**src/rtl/ifu_fetch_if.sv**
```systemverilog
// rtl/ifu_fetch_if.sv - fetch-stage bus bundle: imem request/response, decoder handshake, redirect
// fetch_fault exists only when IFU_MISALIGN_CHECK_EN is defined.
interface ifu_fetch_if #(
    parameter int XLEN   = 64,
    parameter int INST_W = 32
);
    logic              imem_req_valid;
    logic              imem_req_ready;
    logic [XLEN-1:0]   imem_req_addr;
    logic              imem_resp_valid;
    logic [INST_W-1:0] imem_resp_data;

    logic              inst_valid;
    logic              inst_ready;
    logic [INST_W-1:0] inst;
    logic [XLEN-1:0]   inst_pc;

    logic              redirect_valid;
    logic [XLEN-1:0]   redirect_pc;

`ifdef IFU_MISALIGN_CHECK_EN
    logic              fetch_fault;

    modport master (
        output imem_req_valid, imem_req_addr,
        input  imem_req_ready, imem_resp_valid, imem_resp_data,
        output inst_valid, inst, inst_pc,
        input  inst_ready,
        input  redirect_valid, redirect_pc,
        output fetch_fault
    );

    modport slave (
        input  imem_req_valid, imem_req_addr,
        output imem_req_ready, imem_resp_valid, imem_resp_data,
        input  inst_valid, inst, inst_pc,
        output inst_ready,
        output redirect_valid, redirect_pc,
        input  fetch_fault
    );
`else
    modport master (
        output imem_req_valid, imem_req_addr,
        input  imem_req_ready, imem_resp_valid, imem_resp_data,
        output inst_valid, inst, inst_pc,
        input  inst_ready,
        input  redirect_valid, redirect_pc
    );

    modport slave (
        input  imem_req_valid, imem_req_addr,
        output imem_req_ready, imem_resp_valid, imem_resp_data,
        input  inst_valid, inst, inst_pc,
        output inst_ready,
        output redirect_valid, redirect_pc
    );
`endif

endinterface

```
**src/rtl/ifu_fetch.sv**
```systemverilog
// rtl/ifu_fetch.sv - instruction fetch stage: owns the PC, one outstanding imem fetch, redirect handling
// Optional misaligned-redirect fault state enabled by IFU_MISALIGN_CHECK_EN.
module ifu_fetch #(
    parameter int              XLEN     = 64,
    parameter logic [XLEN-1:0] RESET_PC = 64'h8000_0000,
    parameter int              INST_W   = 32
) (
    input  logic          clk,
    input  logic          rst,
    ifu_fetch_if.master   bus
);

    typedef enum logic [1:0] {
        S_REQ   = 2'd0,
        S_WAIT  = 2'd1,
        S_HOLD  = 2'd2,
        S_FAULT = 2'd3
    } state_t;

    state_t            state_q, state_d;
    logic [XLEN-1:0]   pc_q, pc_d;
    logic [INST_W-1:0] inst_q, inst_d;
    logic              drop_q, drop_d;
    logic [XLEN-1:0]   redirect_tgt;
    logic              misaligned;

`ifdef IFU_MISALIGN_CHECK_EN
    assign misaligned   = bus.redirect_valid && (bus.redirect_pc[1:0] != 2'b00);
    assign redirect_tgt = {bus.redirect_pc[XLEN-1:2], 2'b00};
`else
    assign misaligned   = 1'b0;
    assign redirect_tgt = {bus.redirect_pc[XLEN-1:2], bus.redirect_pc[1:0] & 2'b00};
`endif

    always_ff @(posedge clk) begin
        if (rst) begin
            state_q <= S_REQ;
            pc_q    <= RESET_PC;
            inst_q  <= '0;
            drop_q  <= 1'b0;
        end else begin
            state_q <= state_d;
            pc_q    <= pc_d;
            inst_q  <= inst_d;
            drop_q  <= drop_d;
        end
    end

    always_comb begin
        state_d = state_q;
        pc_d    = pc_q;
        inst_d  = inst_q;
        drop_d  = drop_q;

        case (state_q)
            S_REQ: begin
                if (bus.redirect_valid) begin
                    pc_d = redirect_tgt;
                    // The old-address request still goes out; its response must be discarded.
                    if (bus.imem_req_ready) begin
                        state_d = S_WAIT;
                        drop_d  = 1'b1;
                    end
                end else if (bus.imem_req_ready) begin
                    state_d = S_WAIT;
                end
            end

            S_WAIT: begin
                if (bus.redirect_valid) begin
                    pc_d = redirect_tgt;
                    if (bus.imem_resp_valid) begin
                        state_d = S_REQ;
                        drop_d  = 1'b0;
                    end else begin
                        drop_d  = 1'b1;
                    end
                end else if (bus.imem_resp_valid) begin
                    if (drop_q) begin
                        state_d = S_REQ;
                        drop_d  = 1'b0;
                    end else begin
                        inst_d  = bus.imem_resp_data;
                        state_d = S_HOLD;
                    end
                end
            end

            S_HOLD: begin
                // A redirect kills the held instruction even if the decoder takes it now.
                if (bus.redirect_valid) begin
                    pc_d    = redirect_tgt;
                    state_d = S_REQ;
                end else if (bus.inst_ready) begin
                    pc_d    = pc_q + XLEN'(4);
                    state_d = S_REQ;
                end
            end

            S_FAULT: begin
                state_d = S_FAULT;
            end

            default: begin
                state_d = S_REQ;
            end
        endcase

        if (misaligned && (state_q != S_FAULT)) begin
            pc_d    = bus.redirect_pc;
            state_d = S_FAULT;
            drop_d  = 1'b0;
        end
    end

    assign bus.imem_req_valid = !rst && (state_q == S_REQ);
    assign bus.imem_req_addr  = pc_q;
    assign bus.inst_valid     = !rst && (state_q == S_HOLD);
    assign bus.inst           = inst_q;
    assign bus.inst_pc        = pc_q;

`ifdef IFU_MISALIGN_CHECK_EN
    assign bus.fetch_fault    = !rst && (state_q == S_FAULT);
`endif

endmodule
```
**src/flat_wrapper.sv**
```systemverilog
// flat-port wrapper written by rule: the top's interface ports become plain ports
module ifu_fetch_flat 
#(
    parameter int              XLEN     = 64,
    parameter logic [XLEN-1:0] RESET_PC = 64'h8000_0000,
    parameter int              INST_W   = 32
)
  (clk, rst, bus_imem_req_valid, bus_imem_req_addr, bus_imem_req_ready, bus_imem_resp_valid, bus_imem_resp_data, bus_inst_valid, bus_inst, bus_inst_pc, bus_inst_ready, bus_redirect_valid, bus_redirect_pc);
  ifu_fetch_if #(.XLEN(XLEN), .INST_W(INST_W)) bus_i ();
  input  logic clk;
  input  logic rst;
  output wire logic [$bits(bus_i.imem_req_valid)-1:0] bus_imem_req_valid;
  output wire logic [$bits(bus_i.imem_req_addr)-1:0] bus_imem_req_addr;
  input wire logic [$bits(bus_i.imem_req_ready)-1:0] bus_imem_req_ready;
  input wire logic [$bits(bus_i.imem_resp_valid)-1:0] bus_imem_resp_valid;
  input wire logic [$bits(bus_i.imem_resp_data)-1:0] bus_imem_resp_data;
  output wire logic [$bits(bus_i.inst_valid)-1:0] bus_inst_valid;
  output wire logic [$bits(bus_i.inst)-1:0] bus_inst;
  output wire logic [$bits(bus_i.inst_pc)-1:0] bus_inst_pc;
  input wire logic [$bits(bus_i.inst_ready)-1:0] bus_inst_ready;
  input wire logic [$bits(bus_i.redirect_valid)-1:0] bus_redirect_valid;
  input wire logic [$bits(bus_i.redirect_pc)-1:0] bus_redirect_pc;
  assign bus_imem_req_valid = bus_i.imem_req_valid;
  assign bus_imem_req_addr = bus_i.imem_req_addr;
  assign bus_i.imem_req_ready = bus_imem_req_ready;
  assign bus_i.imem_resp_valid = bus_imem_resp_valid;
  assign bus_i.imem_resp_data = bus_imem_resp_data;
  assign bus_inst_valid = bus_i.inst_valid;
  assign bus_inst = bus_i.inst;
  assign bus_inst_pc = bus_i.inst_pc;
  assign bus_i.inst_ready = bus_inst_ready;
  assign bus_i.redirect_valid = bus_redirect_valid;
  assign bus_i.redirect_pc = bus_redirect_pc;
  ifu_fetch #(.XLEN(XLEN), .RESET_PC(RESET_PC), .INST_W(INST_W)) u_core (.clk(clk), .rst(rst), .bus(bus_i));
endmodule
```
**config.mk**
```make
export PLATFORM = sky130hd
export DESIGN_NAME = ifu_fetch_flat
export DESIGN_NICKNAME = d
export VERILOG_FILES = /design/src/rtl/ifu_fetch_if.sv /design/src/rtl/ifu_fetch.sv /design/src/flat_wrapper.sv
export SDC_FILE = /design/constraint.sdc
export NUM_CORES = 1
export LEC_CHECK = 0
export CAP_MARGIN = 30
export CORE_ASPECT_RATIO = 1.75
export CORE_MARGIN = 2
export CORE_UTILIZATION = 35
export DETAILED_ROUTE_END_ITERATION = 8
export GPL_TIMING_DRIVEN = 0
export PLACE_DENSITY_LB_ADDON = 0.05
export SLEW_MARGIN = 20
export SYNTH_ARGS = -nofsm -noshare
export SYNTH_HDL_FRONTEND = slang
export SYNTH_SLANG_ARGS = --single-unit
```
**constraint.sdc**
```tcl
create_clock -name clk -period 1.9 [get_ports clk]
set_input_delay 0.38 -clock clk [delete_from_list [all_inputs] [get_ports clk]]
set_output_delay 0.38 -clock clk [all_outputs]
set_load 0.005 [all_outputs]
```
==> results_dict.tcl, run 1 <==
set metrics [dict create \
    place_inst 1349 \
    vdd_drop_max_mv 0.409 \
    cp_data_arrival_time_ns 2.33 \
    syn_area_per_cell_sq_um 7.37 \
    min_period_ns 2.05 \
    numPortBuffers 256 \
    path_clk_slew_ns 0.09 \
    cp_slowest_stage_delay_ns 0.48 \
    tightest_slew_ns 0.976 \
    yosysTopAreaCellShare 0.308 \
    tritoncts "built" \
    totalPowerFinal_mw 6.40 \
    period_share 1.08 \
    critPathMaxFanout 9 \
    grt_max_degree 20 \
    instances_no_fill 1474 \
    hp-class "reg -> reg" \
    synth_ff_type "dfxtp_1" \
    grt-ovfl-total 0 \
    hold_viol 0 \
    grt_setup_unrepaired "yes" \
    first_pass_iters 7 \
    area_delta_synth_final_pct 81.5 \
    max_freq_ghz 0.487 \
    whs_path_depth 2 \
    synth_top_family_by_area "simple AND/OR/NAND/NOR gates" \
    violations "negative setup slack" \
    pin_count 264 \
    critPathKind "reg -> reg" \
    wl_per_cell_um 21.6 \
    cts.sinks 97 \
    h-tree-depth 3 \
    design.core.area_sq_um 17800 \
    routabilityCongestion 0.976 \
    drive_gt1_frac 0.319 \
    power.density_nw_per_um2 559 \
    synth_compound_area_frac 0.224 \
    placed_area_sq_um 9300 \
    slew_violations 0 \
    setup_violations 27 \
    synthSimpleGateAreaFrac 0.316 \
    grt_util_met1 0.311 \
    post-place-ws_ns -1.33 \
    grt_use_total 0.308 \
    viasPerCell 5.81 \
    crit_path_end_kind "flop" \
    antenna_found_initial 0 \
    fin_skew_ns 0.0157 \
    hold_buffers 0 \
    grt_most_used_layer "met2" \
    ys_warn_count 0 \
    slowest_stage "or4_1" \
    synth_xor_area_frac 0 \
    synth_fa_ha_area_frac 0.0119 \
    grtUsageMet3 0.0660 \
    final_util 0.643 \
    syn_inst 856 \
    status "finished with violations" \
    place_hpwl_um 22300 \
    ys_seq_elements 97 \
    synthTopCellsByArea "dfxtp_1, nand2_1, buf_4, a21oi_1, nand4_1" \
    die_w_um 105 \
    synthMuxAreaShare 0.0180 \
    grt.met2_usage 0.543 \
    start_util 0.354 \
    design_area_sq_um 11500 \
    grt_pass1_vias 8085 \
    die-area_sq_um 19200 \
    ys_types 65 \
    relSlewSlack 0.349 \
    cp_cell_sequence "nand4_1, buf_4, nor4_4, nand4_1, or4_1, a31oi_1" \
    cts_buffer_depth 2 \
    cts_root_buf "clkbuf_16" \
    synth_edf_count 0 \
    layout_setup_ws_ns -0.153 \
    drtAntennaViolNets 0 \
    maxCapViolations 0 \
    yosys.area.top_type "dfxtp_1" \
    placementRows 65 \
    seq_area_frac_synth 0.308 \
    insertion_delay_ns 0.36 \
    r2r_cells 6 \
    diodes 0 \
    drt_iter0_drc 766 \
    finalWirelength_um 31800 \
    critical_path_required_ns 2.17 \
    die_h_um 182 \
    nets 1343 \
    whs_ns 0.454 \
    async_flop_share 0 \
    grt_pass1_wl_um 45600 \
    fin_setup_tns_ns -1.87 \
    drc_errors 0 \
    syn_area_sq_um 6310 \
    vias 8569 \
    cpMostUsedCell "nand4_1" \
    cp-start-kind "flop" \
    cts_made_buffers 9 \
    p_leak_nw 4.48 \
]
==> synthesized netlist by cell type, types with 5 or more instances <==
library cell / number
buf_1: 12
o21ai_0: 32
and4_1: 5
and3_1: 7
o31ai_1: 6
nor2_1: 48
nand2_1: 137
nor3_1: 28
a31oi_1: 17
nand3_1: 35
nor4_1: 24
a211oi_1: 6
o211ai_1: 16
mux2i_1: 8
nand4_1: 31
nand2b_1: 7
dfxtp_1: 97
o21a_1: 5
a21oi_1: 86
buf_4: 66
or4_1: 10
ha_1: 6
a311oi_1: 5
or3_1: 16
o22ai_1: 5
clkbuf_1: 39
a22oi_1: 5
and2_1: 8
inv_1: 17
==> cells by family after synthesis <==
kind of cell               count (synthesis)
other                                      1
adders and majority gates                  6
buffers and inverters                    138
muxes                                     11
DFF                                       97
and+or+nand+nor                          381
AOI/OAI and AO/OA                        222
==> path summary, 6_finish.rpt <==
check                                             from                                   endpoint  slack (ns)
min                    u_core.bus.inst[9]$_SDFFE_PP0P_            u_core.bus.inst[9]$_SDFFE_PP0P_        0.45
max reg2reg  u_core.bus.imem_req_addr[39]$_SDFFE_PP0P_  u_core.bus.imem_req_addr[61]$_SDFFE_PP0P_       -0.15
max          u_core.bus.imem_req_addr[39]$_SDFFE_PP0P_  u_core.bus.imem_req_addr[61]$_SDFFE_PP0P_       -0.15
min reg2reg            u_core.bus.inst[9]$_SDFFE_PP0P_            u_core.bus.inst[9]$_SDFFE_PP0P_        0.45
==> layout make-up <==
| class | instances | area (sq um) |
|---|---|---|
| fillers | 1552 | 6360 |
| multi-input cells | 624 | 4240 |
| repair buffers | 368 | 3490 |
| flip-flops and latches | 97 | 2080 |
| plain buffers | 118 | 977 |
| well taps | 234 | 293 |
| clock buffers | 9 | 225 |
| inverters | 17 | 72.6 |
| clock inverters | 7 | 68.8 |
==> sequential cells by signal, indices dropped and copies added, names as in the netlist <==
register	cells
u_core.bus.inst	32
u_core.state_q	2
u_core.drop_q	1
u_core.bus.imem_req_addr	62
==> worst max-delay path, delay by kind of cell, from the launching register on <==
family | cells | cell delay [ns]
DFF | 1 | 0.41
buffers and inverters | 1 | 0.20
and+or+nand+nor | 4 | 1.16
AOI/OAI and AO/OA | 1 | 0.18
==> power breakdown <==
group / leakage (nW) / total, mW / switching [mW] / internal (mW)
combinational: 3.51 / 2.03 / 0.828 / 1.20
sequential: 0.824 / 2.46 / 0.265 / 2.20
clock: 0.146 / 1.92 / 0.980 / 0.935
==> cells in the final DEF, fill, tap and decap left out, drive strengths merged, types with 6 or more instances in the layout <==
cell type,instances
or3,16
o211ai,16
and2,8
nand2,137
nor2,48
nor4,29
or4,11
clkbuf,38
a211oi,6
buf,204
nand2b,7
mux2i,8
a31oi,17
nor3,29
o21ai,33
a21oi,86
nand3,36
o31ai,6
nand4,33
and3,7
dfxtp,97
inv,21
ha,6
clkdlybuf4s50,251
==> per-layer routing <==
layer  up-vias  part of all wire
li1       3839                 -
met1      3963              0.33
met2       583              0.49
met3       184             0.088
met4         0             0.089
met5         -                 0
==> repair_timing <==
action                     in CTS  in global routing
buffers inserted               54                 58
pin swaps                      42                 39
gates cloned                    0                  1
setup endpoints to repair     105                 94
resized for setup             193                111
(Power assumes the default switching activity.)
==> inputs of run 2 (changes only) <==
GPL_TIMING_DRIVEN = 1   (was 0)
==> run 2 against run 1 <==
Against the previous run:
- the run still ends with negative setup slack left
- critical path depth increased by 2
- routed wire length decreased by 11%
- die area unchanged
- first-iteration DRC count decreased by 43%
- cell area decreased by 0.24%
- sequential cell count unchanged
- clock-buffer cell count increased by 3
- critical endpoint is now u_core.bus.imem_req_addr[39]$_SDFFE_PP0P_
- largest cell class unchanged
==> results_dict.tcl, run 2 (synthesized netlist as in run 1, its figures left out) <==
set metrics [dict create \
    r2r_start "u_core.state_q[1]$_SDFFE_PP0P_" \
    layout_setup_ws_ns -0.0887 \
    setup_violations 13 \
    grt.met2_usage 0.530 \
    die_w_um 105 \
    ff2ff_setup_slack_ns -0.09 \
    layout_commonest_cell "clkdlybuf4s50_1" \
    crit_path_end_kind "flop" \
    wl_per_cell_um 19.2 \
    min_period_ns 1.99 \
    path_clk_slew_ns 0.08 \
    grt-ovfl-total 0 \
    placementRows 65 \
    tritoncts "built" \
    cp_data_arrival_time_ns 2.27 \
    period_share 1.05 \
    status "finished with violations" \
    grt_most_used_layer "met2" \
    grt_pass1_wl_um 42100 \
    grt_setup_unrepaired "yes" \
    slew_violations 0 \
    grt_pass1_vias 7721 \
    diodes 0 \
    critPathMaxFanout 8 \
    die-area_sq_um 19200 \
    cp_cell_sequence "inv_4, ha_2, nor2_2, a21o_1, nand2_4, buf_12, or4_1, a41oi_2" \
    fin_skew_ns 0.0123 \
    antenna_found_initial 0 \
    p_leak_nw 4.44 \
    drt_iter0_drc 437 \
    pin_count 264 \
    whs_ns 0.347 \
    cts_root_buf "clkbuf_16" \
    drc_errors 0 \
    relSlewSlack 0.570 \
    area_delta_synth_final_pct 81.1 \
    crit_end "u_core.bus.imem_req_addr[39]$_SDFFE_PP0P_" \
    instances_no_fill 1471 \
    cp-start-kind "flop" \
    critPathKind "reg -> reg" \
    vias 8014 \
    final_util 0.642 \
    violations "negative setup slack" \
    h-tree-depth 3 \
    grt_use_total 0.278 \
    r2r_cells 8 \
    grt_max_degree 54 \
    hold_buffers 0 \
    tightest_slew_ns 0.645 \
    cts.sinks 97 \
    maxCapViolations 0 \
    place_inst 1417 \
    cts_buffer_depth 2 \
    cts_made_buffers 9 \
    die_h_um 182 \
    grt_util_met1 0.293 \
    hp-class "in -> reg" \
    first_pass_iters 5 \
    viasPerCell 5.45 \
    hold_viol 0 \
    layout_common_cells "clkdlybuf4s50_1, buf_4, nand2_1, a21oi_1, dfxtp_1" \
    post-place-ws_ns -0.438 \
    drive_gt1_frac 0.297 \
    drtAntennaViolNets 0 \
    max_freq_ghz 0.503 \
    design.core.area_sq_um 17800 \
    place_hpwl_um 20600 \
    r2r-end "u_core.bus.imem_req_addr[39]$_SDFFE_PP0P_" \
    critical_path_required_ns 2.18 \
    vdd_drop_max_mv 0.518 \
    insertion_delay_ns 0.36 \
    power.density_nw_per_um2 565 \
    grtUsageMet3 0.0427 \
    finalWirelength_um 28200 \
    largest_reg_flops 62 \
    slowest_stage "or4_1" \
    start_util 0.354 \
    nets 1340 \
    routabilityCongestion 0.932 \
    numPortBuffers 257 \
    crit_path_start "u_core.state_q[1]$_SDFFE_PP0P_" \
    cp_slowest_stage_delay_ns 0.49 \
]
-- run 2: cell count changes in the layout (fill, tap and decap cells not counted), moves of 4 or more --
cell      before  now
buf_2          6    1
dfxtp_4       29    9
clkbuf_1      11    1
dfxtp_1       41   63
o21ai_1        4    8
buf_12         3   14
buf_4        164  180
clkbuf_2       6    0
clkbuf_8       6    1
-- run 2: area by class of cell --
class	count	area (sq um)
Inverter	17	68.8
Fill cell	1552	6380
Clock inverter	4	48.8
Sequential cell	97	2010
Timing Repair Buffer	483	4670
Clock buffer	12	268
Multi-Input combinational cell	624	4070
Tap cell	234	293
-- run 2: where the power goes --
group          switching, mW  total, mW  internal (mW)
sequential             0.132       2.32           2.19
combinational          0.895       2.14           1.24
clock                  0.864       2.00           1.14
total                   1.89       6.46           4.57
-- run 2: worst min-delay path by stage --
stage / startpoint / end / slack (ns) / cells after the start
after floorplan: u_core.bus.inst[0]$_SDFFE_PP0P_ / u_core.bus.inst[0]$_SDFFE_PP0P_ / 0.45 / 2
after global placement: u_core.bus.inst[18]$_SDFFE_PP0P_ / u_core.bus.inst[18]$_SDFFE_PP0P_ / 0.44 / 2
after detailed placement: u_core.bus.inst[0]$_SDFFE_PP0P_ / u_core.bus.inst[0]$_SDFFE_PP0P_ / 0.45 / 2
after CTS: rst / u_core.bus.imem_req_addr[39]$_SDFFE_PP0P_ / 0.33 / 2
after global routing: rst / u_core.bus.imem_req_addr[39]$_SDFFE_PP0P_ / 0.34 / 2
final: rst / u_core.bus.imem_req_addr[39]$_SDFFE_PP0P_ / 0.35 / 2
-- run 2: critical path: cells and delay by family, from the launching register on --
family / cells / cell delay [ns]
buffers and inverters: 2 / 0.22
flip-flops: 1 / 0.38
adder cells (fa/ha/maj): 1 / 0.21
AND/OR/NAND/NOR: 3 / 0.74
AO/OA/AOI/OAI: 2 / 0.37
-- run 2: timing repair --
item | in CTS | in global routing
gates resized for setup | 59 | 87
setup endpoints to repair | 65 | 70
buffers inserted | 11 | 21
cloned | 1 | 6
pin swaps | 30 | 38
-- run 2: layer usage --
metal | vias to the layer above | share of wire
met3 | 85 | 0.052
met4 | 0 | 0.051
met5 | - | 0
met2 | 332 | 0.54
li1 | 3834 | -
met1 | 3763 | 0.36
-- run 2: per-stage QoR --
stage               total power, mW  area (sq um)  TNS, ns
floorplan                      3.14          6450  -0.0496
global placement               4.29         10200   -15.06
detailed placement             4.30         10200   -16.20
CTS                            6.37         10800   -0.243
global route                   6.73         11400    -1.94
finish                         6.46         11400   -0.609
